--- config.mk ---
export PLATFORM = sky130hd
export DESIGN_NAME = hack_cpu_sequencer
export DESIGN_NICKNAME = d
export VERILOG_FILES = /design/src/rtl/hack_cpu_sequencer.sv
export SDC_FILE = /design/constraint.sdc
export NUM_CORES = 1
export LEC_CHECK = 0
export ABC_AREA = 1
export CAP_MARGIN = 25
export CORE_ASPECT_RATIO = 1.75
export CORE_UTILIZATION = 50
export DETAILED_ROUTE_END_ITERATION = 10
export GPL_TIMING_DRIVEN = 1
export HOLD_SLACK_MARGIN = 0.1
export PLACE_DENSITY = 0.81
export SYNTH_ARGS = -nofsm -noshare
export SYNTH_HDL_FRONTEND = slang
export SYNTH_SLANG_ARGS = --single-unit
--- constraint.sdc ---
create_clock -name i_clk -period 2.3 [get_ports i_clk]
set_clock_uncertainty 0.2 [all_clocks]
set_input_delay 0.46 -clock i_clk [delete_from_list [all_inputs] [get_ports i_clk]]
set_output_delay 0.46 -clock i_clk [all_outputs]
set_load 0.02 [all_outputs]
--- src/rtl/hack_cpu_sequencer.sv ---
// Hack CPU fetch/decode/execute sequencer.
// Fetches from instruction ROM over req/valid, latches IR, issues A/D/M load
// strobes during EXEC and updates PC from the ALU zr/ng flags.
//
// state  | meaning
// -------+----------------------------------------------------------
// IDLE   | waiting for run=1, or a step pulse while run=0
// FETCH  | rom_req high; wait for instr_valid, bounded by a timeout
// DECODE | one settle cycle for the ALU on the new ir
// EXEC   | strobes high, pc and instr_count update, pick next state
// HALT   | self-jump detected; frozen until rst
// FAULT  | fetch timed out; frozen until rst
module hack_cpu_sequencer #(
  parameter int PC_WIDTH      = 15,
  parameter int FETCH_TIMEOUT = 15
) (
  input  logic                i_clk,
  input  logic                i_rst,
  input  logic                i_run,
  input  logic                i_step,
  output logic                o_rom_req,
  input  logic                i_instr_valid,
  input  logic [15:0]         i_instr_rdata,
  output logic [15:0]         o_ir,
  input  logic                i_alu_zr,
  input  logic                i_alu_ng,
  input  logic [PC_WIDTH-1:0] i_a_value,
  output logic [PC_WIDTH-1:0] o_pc,
  output logic                o_a_sel_instr,
  output logic                o_load_a,
  output logic                o_load_d,
  output logic                o_write_m,
  output logic [2:0]          o_state,
  output logic                o_halted,
  output logic                o_fault,
  output logic [31:0]         o_instr_count
);

  typedef enum logic [2:0] {
    S_IDLE   = 3'd0,
    S_FETCH  = 3'd1,
    S_DECODE = 3'd2,
    S_EXEC   = 3'd3,
    S_HALT   = 3'd4,
    S_FAULT  = 3'd5
  } state_t;

  localparam int TW = (FETCH_TIMEOUT < 2) ? 1 : $clog2(FETCH_TIMEOUT);
  // Loaded on FETCH entry; reaching zero without valid means the last allowed cycle.
  localparam logic [TW-1:0] TO_LOAD = TW'(FETCH_TIMEOUT - 1);
  localparam logic [PC_WIDTH-1:0] PC_ONE = PC_WIDTH'(1);

  state_t              r_state;
  logic [PC_WIDTH-1:0] r_pc;
  logic [15:0]         r_ir;
  logic                r_rom_req;
  logic                r_a_sel_instr;
  logic                r_load_a;
  logic                r_load_d;
  logic                r_write_m;
  logic                r_halted;
  logic                r_fault;
  logic [31:0]         r_instr_count;
  logic [TW-1:0]       r_to_cnt;

  logic                w_taken;
  logic [PC_WIDTH-1:0] w_pc_inc;

  // Jump decision from the C-instruction jump bits and live ALU flags.
  always_comb begin
    w_taken  = r_ir[15] & ((r_ir[2] & i_alu_ng) |
                           (r_ir[1] & i_alu_zr) |
                           (r_ir[0] & ~i_alu_ng & ~i_alu_zr));
    w_pc_inc = r_pc + PC_ONE;
  end

  // Sequencer FSM with registered strobes; strobes default low every cycle.
  always_ff @(posedge i_clk) begin
    if (i_rst) begin
      r_state       <= S_IDLE;
      r_pc          <= '0;
      r_ir          <= '0;
      r_rom_req     <= 1'b0;
      r_a_sel_instr <= 1'b0;
      r_load_a      <= 1'b0;
      r_load_d      <= 1'b0;
      r_write_m     <= 1'b0;
      r_halted      <= 1'b0;
      r_fault       <= 1'b0;
      r_instr_count <= '0;
      r_to_cnt      <= '0;
    end else begin
      r_rom_req     <= 1'b0;
      r_a_sel_instr <= 1'b0;
      r_load_a      <= 1'b0;
      r_load_d      <= 1'b0;
      r_write_m     <= 1'b0;
      case (r_state)
        S_IDLE: begin
          if (i_run || i_step) begin
            r_state   <= S_FETCH;
            r_rom_req <= 1'b1;
            r_to_cnt  <= TO_LOAD;
          end
        end
        S_FETCH: begin
          if (i_instr_valid) begin
            r_ir    <= i_instr_rdata;
            r_state <= S_DECODE;
          end else if (r_to_cnt == '0) begin
            r_state <= S_FAULT;
            r_fault <= 1'b1;
          end else begin
            r_to_cnt  <= r_to_cnt - 1'b1;
            r_rom_req <= 1'b1;
          end
        end
        S_DECODE: begin
          r_state <= S_EXEC;
          if (!r_ir[15]) begin
            r_a_sel_instr <= 1'b1;
            r_load_a      <= 1'b1;
          end else begin
            r_load_a  <= r_ir[5];
            r_load_d  <= r_ir[4];
            r_write_m <= r_ir[3];
          end
        end
        S_EXEC: begin
          r_instr_count <= r_instr_count + 32'd1;
          r_pc          <= w_taken ? i_a_value : w_pc_inc;
          if (w_taken && (i_a_value == r_pc)) begin
            r_state  <= S_HALT;
            r_halted <= 1'b1;
          end else if (i_run) begin
            r_state   <= S_FETCH;
            r_rom_req <= 1'b1;
            r_to_cnt  <= TO_LOAD;
          end else begin
            r_state <= S_IDLE;
          end
        end
        S_HALT:  r_state <= S_HALT;
        S_FAULT: r_state <= S_FAULT;
        default: r_state <= S_IDLE;
      endcase
    end
  end

  assign o_rom_req     = r_rom_req;
  assign o_ir          = r_ir;
  assign o_pc          = r_pc;
  assign o_a_sel_instr = r_a_sel_instr;
  assign o_load_a      = r_load_a;
  assign o_load_d      = r_load_d;
  assign o_write_m     = r_write_m;
  assign o_state       = r_state;
  assign o_halted      = r_halted;
  assign o_fault       = r_fault;
  assign o_instr_count = r_instr_count;

endmodule

Word-level counts from Yosys, hierarchy flattened
Cells that the tools add are included.

Output and inout bits: 73. Input bits: 38. Register bits after elaboration: 77. Word-level logic and storage cells: 72.

Add/sub/neg operators: 3. Mux-type cells: 21. Bitwise logic cells: 12. Equality and inequality tests: 12. Reduce and logical (&&, ||, !) cells: 12.

Operators with widths (count): 32-bit by 1-bit adder with 32-bit output (second input constant) (1); 4-bit 2-to-1 mux (5); 3-bit one-hot mux with 6 select lines (1); 15-bit by 1-bit adder with 15-bit output (second input constant) (1); 15-bit equality test (1); 15-bit 2-to-1 mux (1); 3-bit 2-to-1 mux (4); 4-bit one-hot mux with 3 select lines (1); 2-bit inequality test (second input constant) (5); 1-bit 2-to-1 mux (8); 3-bit by 2-bit equality test with 1-bit output (second input constant) (2); 3-bit equality test (second input constant) (2); 2-bit AND reduction (3); 6-bit AND reduction (1); 1-bit bitwise AND (5); 1-bit NOT (5); 4-bit zero test (1); 4-bit by 1-bit subtractor with 4-bit output (second input constant) (1); 3-bit by 1-bit equality test with 1-bit output (second input constant) (1); 3-bit zero test (1); 3-bit inequality test (second input constant) (1); 1-bit one-hot mux with 3 select lines (1); 3-bit AND reduction (1); 3-bit nonzero test (1); 5 further kinds (6).

Longest topological paths before layout
Gate-level depths: netlist of the first run.

Depth after elaboration: 8. Mapped depth: 12. Depth with buffers taken out: 12.

Worst setup path before layout of the first run
Ideal clock, no wire load.

Kind: flip-flop to flip-flop. From: register r_pc[0] (netlist: o_pc[0]). To: register r_pc[14] (netlist: o_pc[14]). Setup time: 0.070 ns. Data arrival time: 1.638 ns. Data required time: 2.030 ns. Period minus slack after synthesis: 1.909 ns. Setup slack: 0.391 ns. Stages on the path, launching flop included: 9. Path buffers: 0. Cells stage by stage: dfxtp_1 > ha_1 > nand3_1 > nor2_1 > nand2_1 > or2_2 > nand3_1 > nand3_1 > a21oi_1.

Longest elaborated chain between the ends: 2.

RTL lines: from (decl) (RTL line 54) `logic [PC_WIDTH-1:0] r_pc;`; from (signal assigned) (RTL line 131) `r_pc <= w_taken ? i_a_value : w_pc_inc;`; 15-bit by 1-bit adder with 15-bit output (RTL line 74) `w_pc_inc = r_pc + PC_ONE;`; 15-bit 2-to-1 mux (RTL line 131).

Every way passes these cells. A chain may end at the register's enable or synchronous reset.

Worst setup path after layout of the first run
From: register r_state[2] (netlist: o_state[2]). To: output port o_state[2].

RTL lines: from (decl) (RTL line 53) `state_t r_state;`; from (signal assigned) (RTL line 80) `r_state <= S_IDLE;`; from (signal assigned) (RTL line 101) `r_state <= S_FETCH;`; from (signal assigned) (RTL line 109) `r_state <= S_DECODE;`; to (decl) (RTL line 33) `output logic [2:0] o_state,`.

No word-level cell between the ends.

==> summary.md, run 1 <==
| Metric | Value |
|---|---|
| Crit Path Class | `reg2out` |
| FF-to-FF Start | `o_pc[1]` |
| Worst slack at placement | `-87.9 ps` |
| # rows | `44` |
| LEAKAGE | `0.00239 uW` |
| YS warnings | `0` |
| Max Clock Freq | `0.442 GHz` |
| Syn avg cell area | `6.33 um^2` |
| Number of enable flip-flop cells after synthesis | `0` |
| Worst-Margin Slew | `493 ps` |
| DP HPWL | `9640 um` |
| Crit Reg-Reg Endpoint | `o_pc[10]` |
| GRT Total Usage | `30.3%` |
| Worst path arrival time | `1600 ps` |
| Final min period | `2260 ps` |
| CTS tree | `done` |
| Layout cells sized above 1 | `7.66%` |
| CP max stage cell | `clkdlybuf4s50_1` |
| Syn Std Cell Area | `4350 um^2` |
| Netlist cell types | `32` |
| Clock share of power | `39.8%` |
| CP top delay family | `buffers and inverters` |
| Vias in the first global route | `4892` |
| Max IR drop VDD | `0.699 mV` |
| Post-CTS Setup Inserts | `0` |
| Post-route DRC violation count | `0` |
| Internal Power | `3100 uW` |
| Core Area | `8370 um^2` |
| Syn_nets | `728` |
| Net Sw Frac | `30.1%` |
| Most frequent cells in the layout | `nand2_1 (183), clkdlybuf4s50_1 (110), nor2_1 (100)` |
| Antenna diodes | `0` |
| Fraction of synthesized cell area taken by the top area cell type | `35.4%` |
| Initial antenna violation count | `0` |
| Die ar. | `9090 um^2` |
| Worst path cell trace | `clkdlybuf4s50_1` |
| Tot Pwr | `4430 uW` |
| Core Util, Final | `72.1%` |
| CTS Buffer Depth | `2` |
| Clk pin slew, worst setup/hold paths | `60 ps` |
| Switching power of the nets | `1340 uW` |
| Yosys reg bits | `77` |
| Crit. End Element | `primary output` |
| Initial DRC Count | `384` |
| Inst Count DP | `908` |
| Hold Crit Class | `reg2reg` |
| Hold Path Depth | `2` |
| Critical path buffers and inverters | `1` |
| Port Buffers | `110` |
| H-tree levels | `3` |
| Starting Density | `52.0%` |
| Nets | `845` |
| Clock root buffer | `clkbuf_16` |
| Max capacitance violation total | `0` |
| CP required | `1640 ps` |
| Seq pwr share | `35.5%` |
| Fin crit share | `98.4%` |
| Final Non-Filler Cells | `924` |
| Hold path startpoint | `o_ir[3]` |
| Cts repair resizes | `0` |
| Clock sinks | `77` |
| I/O pins | `111` |
| Avg Vias per Cell | `5.34` |
| P&R area growth vs syn | `38.6%` |
| Die W | `72.5 um` |
| Final WS setup | `35.7 ps` |
| Die height | `125 um` |
| Antenna Nets Post-Route | `0` |
| Largest net degree at the start of global routing | `31` |
| Startpoint Class | `flop` |
| Combinational share of power | `24.7%` |
| Post-Route WL | `13200 um` |
| Worst-Skew Late Latency | `340 ps` |
| First-pass GRT wire length | `21800 um` |
| Slew Limit Headroom | `66.8%` |
| Post-synthesis sequential area ratio | `35.4%` |
| WL per Instance | `14.3 um` |
| Total number of vias | `4932` |
| Final Max Slew Viols | `0` |
| Reg2reg path depth | `9` |
| Final hold vios | `0` |
| Pwr Density | `735 nW/um^2` |
| Reg-to-reg setup timing slack | `220 ps` |
| Fraction of registers with async set/reset | `0%` |
| Router iterations before antenna repair | `5` |
| Synthesized instance count | `687` |
| Hold-fix buffers at CTS | `0` |
| Grt ovf | `0` |
| Hold path endpoint | `o_write_m` |
| GP Congestion | `0.947` |
| RSZ-0062 raised after global routing | `no` |
| Outcome | `finished clean` |
| Post-synth top flop | `dfxtp_1` |
| Commonest non-fill, non-tap cell in the layout | `nand2_1` |
| Critical path peak fanout | `7` |
| Synth area leader | `dfxtp_1` |
| CTS buffer count | `9` |
| Final Setup Violations | `0` |
| Main area contributors after synthesis | `dfxtp_1 (35%), nand2_1 (16%), nor2_1 (8.7%), inv_1 (7.5%), a21oi_1 (6.1%)` |
| CP max stage delay | `700 ps` |
-- stage by stage --
step	cell area, um^2	TNS (ps)	hold slack, ps
finish	6030	0	252
global route	6030	0	283
CTS	6030	0	256
detailed placement	5660	-270	248
global placement	5660	0	241
floorplan	4350	0	252
-- registers in the layout, indices dropped and copies added, names as in the netlist --
signal / flops
o_ir: 16
o_load_d: 1
o_load_a: 1
r_to_cnt: 4
o_state: 3
o_pc: 15
o_instr_count: 32
o_fault: 1
o_write_m: 1
o_halted: 1
o_a_sel_instr: 1
o_rom_req: 1
-- cell families after synthesis --
| group | Yosys count | share of synthesized area (%) |
|---|---|---|
| simple gates | 367 | 37.4 |
| compound gates | 114 | 13.7 |
| buf+inv | 112 | 9.83 |
| flops | 77 | 35.4 |
| xor+xnor | 14 | 2.82 |
| fa+ha+maj | 3 | 0.863 |
-- layout make-up --
type                       count  area, um^2
multi-input combinational    498        2380
fill                         743        2330
sequential                    77        1540
timing repair buffer         126        1250
inverter                      92         345
clock buffer                   9         225
clock inverter                 7         146
tap                          115         144
-- worst max-delay path by stage --
stage	endpoint	depth (start not counted)	start
after floorplan	o_pc[14]	8	o_pc[0]
after global placement	r_to_cnt[2]	11	i_a_value[2]
after detailed placement	r_to_cnt[3]	11	i_a_value[2]
after CTS	o_state[2]	1	o_state[2]
after global routing	o_state[2]	1	o_state[2]
final	o_state[2]	1	o_state[2]
-- metal layers --
metal  vias to the layer above  wire length (um)  global-route usage (%)
met3                        58               651                    5.80
li1                       2417                 -                       -
met1                      2251              4970                    31.8
met2                       206              6980                    54.3
met4                         0               650                    18.0
met5                         -                 0                       0
-- power by group through the flow --
stage                     Sequential, uW  Combinational, uW  Clock [uW]
after floorplan                     1690                536           0
after global placement              1590               1030           0
after detailed placement            1600               1060           0
after CTS                           1570               1090        1780
after global routing                1590               1200        1840
final                               1570               1100        1770
-- synth_stat cells (3+ instances only) --
library cell	number
o211ai_1	5
inv_1	87
xnor2_1	8
nor2_2	4
a21oi_1	53
xor2_1	6
dfxtp_1	77
inv_2	5
nand4_2	4
nand3_1	26
a31oi_1	3
nor3_1	21
clkbuf_1	12
ha_1	3
nand4_1	9
o22ai_1	3
nor2_1	101
buf_2	6
nand2_1	183
o21ai_0	48
nor2_4	5
No activity file was read; power rests on OpenSTA's default activity.
==> run 2: changes to the inputs <==
==> constraint.sdc (replaced) <==
create_clock -name i_clk -period 2.55 [get_ports i_clk]
set_clock_uncertainty 0.2 [all_clocks]
set_input_delay 0.51 -clock i_clk [delete_from_list [all_inputs] [get_ports i_clk]]
set_output_delay 0.51 -clock i_clk [all_outputs]
set_load 0.02 [all_outputs]
==> run 2 against run 1 <==
First-iteration DRC count decreased by 45%. Routed wire length decreased by 2.9%. Register-to-register slack improved by 160 ps. Clock power decreased by 28%. Clock-buffer cell count increased by 1. Cell count decreased by 0.76%. Design area decreased by 2.2%. Critical path depth unchanged. Via count decreased by 1.6%. Flip-flop and latch count unchanged. Highest routed layer unchanged.
==> summary.md, run 2 (same netlist as run 1, synthesis figures left out) <==
| Metric | Value |
|---|---|
| Outcome | `finished clean` |
| Placed cell area | `5610 um^2 (-0.93%)` |
| LEAKAGE | `0.00232 uW (-3.2%)` |
| CP required | `1840 ps (+200 ps)` |
| Fillers | `770 (+3.6%)` |
| Clk pin slew, worst setup/hold paths | `60 ps (about the same)` |
| Fin area | `5900 um^2 (-2.2%)` |
| I/O pins | `111 (unchanged)` |
| Port Buffers | `110 (unchanged)` |
| Max capacitance violation total | `0 (unchanged)` |
| Commonest non-fill, non-tap cell in the layout | `nand2_1` |
| Hold-fix buffers at CTS | `0 (unchanged)` |
| Worst-Skew Late Latency | `340 ps (about the same)` |
| Core Area | `8370 um^2 (unchanged)` |
| CP top delay family | `buffers and inverters` |
| Largest net degree at the start of global routing | `36 (+16%)` |
| Layout cells sized above 1 | `6.61% (-1.1 points)` |
| Clock root buffer | `clkbuf_16` |
| CTS tree | `done` |
| Initial DRC Count | `213 (-45%)` |
| Final WS setup | `276 ps (+240 ps)` |
| Most frequent cells in the layout | `nand2_1 (183), clkdlybuf4s50_1 (110), nor2_1 (101)` |
| GP Congestion | `0.957 (+1.1%)` |
| Crit. End Element | `primary output` |
| Max IR drop VDD | `0.574 mV (-18%)` |
| Crit Path Class | `reg2out` |
| Avg Vias per Cell | `5.29 (-0.87%)` |
| Router iterations before antenna repair | `5 (unchanged)` |
| Final Setup Violations | `0 (unchanged)` |
| H-tree levels | `3 (unchanged)` |
| Clock sinks | `77 (unchanged)` |
| Final hold vios | `0 (unchanged)` |
| Post-route DRC violation count | `0 (unchanged)` |
| Worst path cell trace | `clkdlybuf4s50_1` |
| Slew Limit Headroom | `65.3% (-1.6 points)` |
| Post-Route WL | `12900 um (-2.9%)` |
| P&R area growth vs syn | `35.6%` |
| Die W | `72.5 um (unchanged)` |
| First-pass GRT wire length | `20800 um (-4.5%)` |
| Startpoint Class | `flop` |
| DP HPWL | `9690 um (+0.60%)` |
| # rows | `44 (unchanged)` |
| CTS buffer count | `9 (unchanged)` |
| Fin crit share | `89.2%` |
| Grt ovf | `0 (unchanged)` |
| Hold Crit Class | `reg2reg` |
| GRT Total Usage | `29.1% (-1.2 points)` |
| Final Max Slew Viols | `0 (unchanged)` |
| Max FFs per register | `32 (unchanged)` |
| Worst path arrival time | `1560 ps (-40 ps)` |
| TNS Setup | `0 ps (unchanged)` |
| RSZ-0062 raised after global routing | `no` |
| Starting Density | `52.0% (unchanged)` |
| Pwr Density | `619 nW/um^2 (-16%)` |
| CP max stage cell | `clkdlybuf4s50_1` |
| Initial antenna violation count | `0 (unchanged)` |
| Core Util, Final | `70.5% (-1.6 points)` |
| Final min period | `2270 ps` |
| Antenna Nets Post-Route | `0 (unchanged)` |
| Die height | `125 um (unchanged)` |
| Antenna diodes | `0 (unchanged)` |
| Worst-Margin Slew | `517 ps (+23.4 ps)` |
| Post-CTS Setup Inserts | `0 (unchanged)` |
| Nets | `838 (-0.83%)` |
| Critical path peak fanout | `7 (unchanged)` |
| Cts repair resizes | `0 (unchanged)` |
| Total number of vias | `4852 (-1.6%)` |
| WL per Instance | `14.0 um (-2.1%)` |
| Vias in the first global route | `4723 (-3.5%)` |
| CP max stage delay | `680 ps (-20 ps)` |
| CTS Buffer Depth | `2 (unchanged)` |
| Die ar. | `9090 um^2 (unchanged)` |
| Max Clock Freq | `0.440 GHz` |
| Critical path buffers and inverters | `1 (unchanged)` |
| Worst slack at placement | `99.2 ps (+187 ps)` |
## run 2: metal layers
metal,wire [um],global-route usage [%],vias to the layer above
li1,-,-,2405
met1,4750,29.3,2237
met2,7010,54.7,171
met3,631,5.00,39
met4,479,15.3,0
met5,0,0,-
## run 2: area by class of cell
cell class | instances | area, um^2 | area share (%)
Clock inverter | 6 | 63.8 | 1.08
Inverter | 92 | 345 | 5.85
Clock buffer | 10 | 229 | 3.88
Timing Repair Buffer | 119 | 1190 | 20.2
Tap cell | 115 | 144 | 2.44
Multi-Input combinational cell | 498 | 2380 | 40.4
Sequential cell | 77 | 1540 | 26.1
## run 2: worst paths after layout
path | from | endpoint | slack [ps] | cells after the start
setup / recovery | o_state[2] | o_state[2] | 280 | 1
hold reg to reg | o_ir[4] | o_load_d | 260 | 2
setup reg to reg | o_pc[0] | o_pc[10] | 380 | 9
hold / removal | o_ir[4] | o_load_d | 260 | 2
## run 2: report_power, final
group	switching, uW	leakage, uW	internal, uW
clock	511	0.000138	756
combinational	557	0.00156	402
sequential	106	0.000624	1320
total	1170	0.00232	2480
## run 2: through the flow
step	power, uW	hold WS, ps	std cells
final	3650	262	917
after global routing	3820	296	917
after CTS	3660	259	917
after detailed placement	2390	241	901
after global placement	2350	244	901
after floorplan	2010	252	687
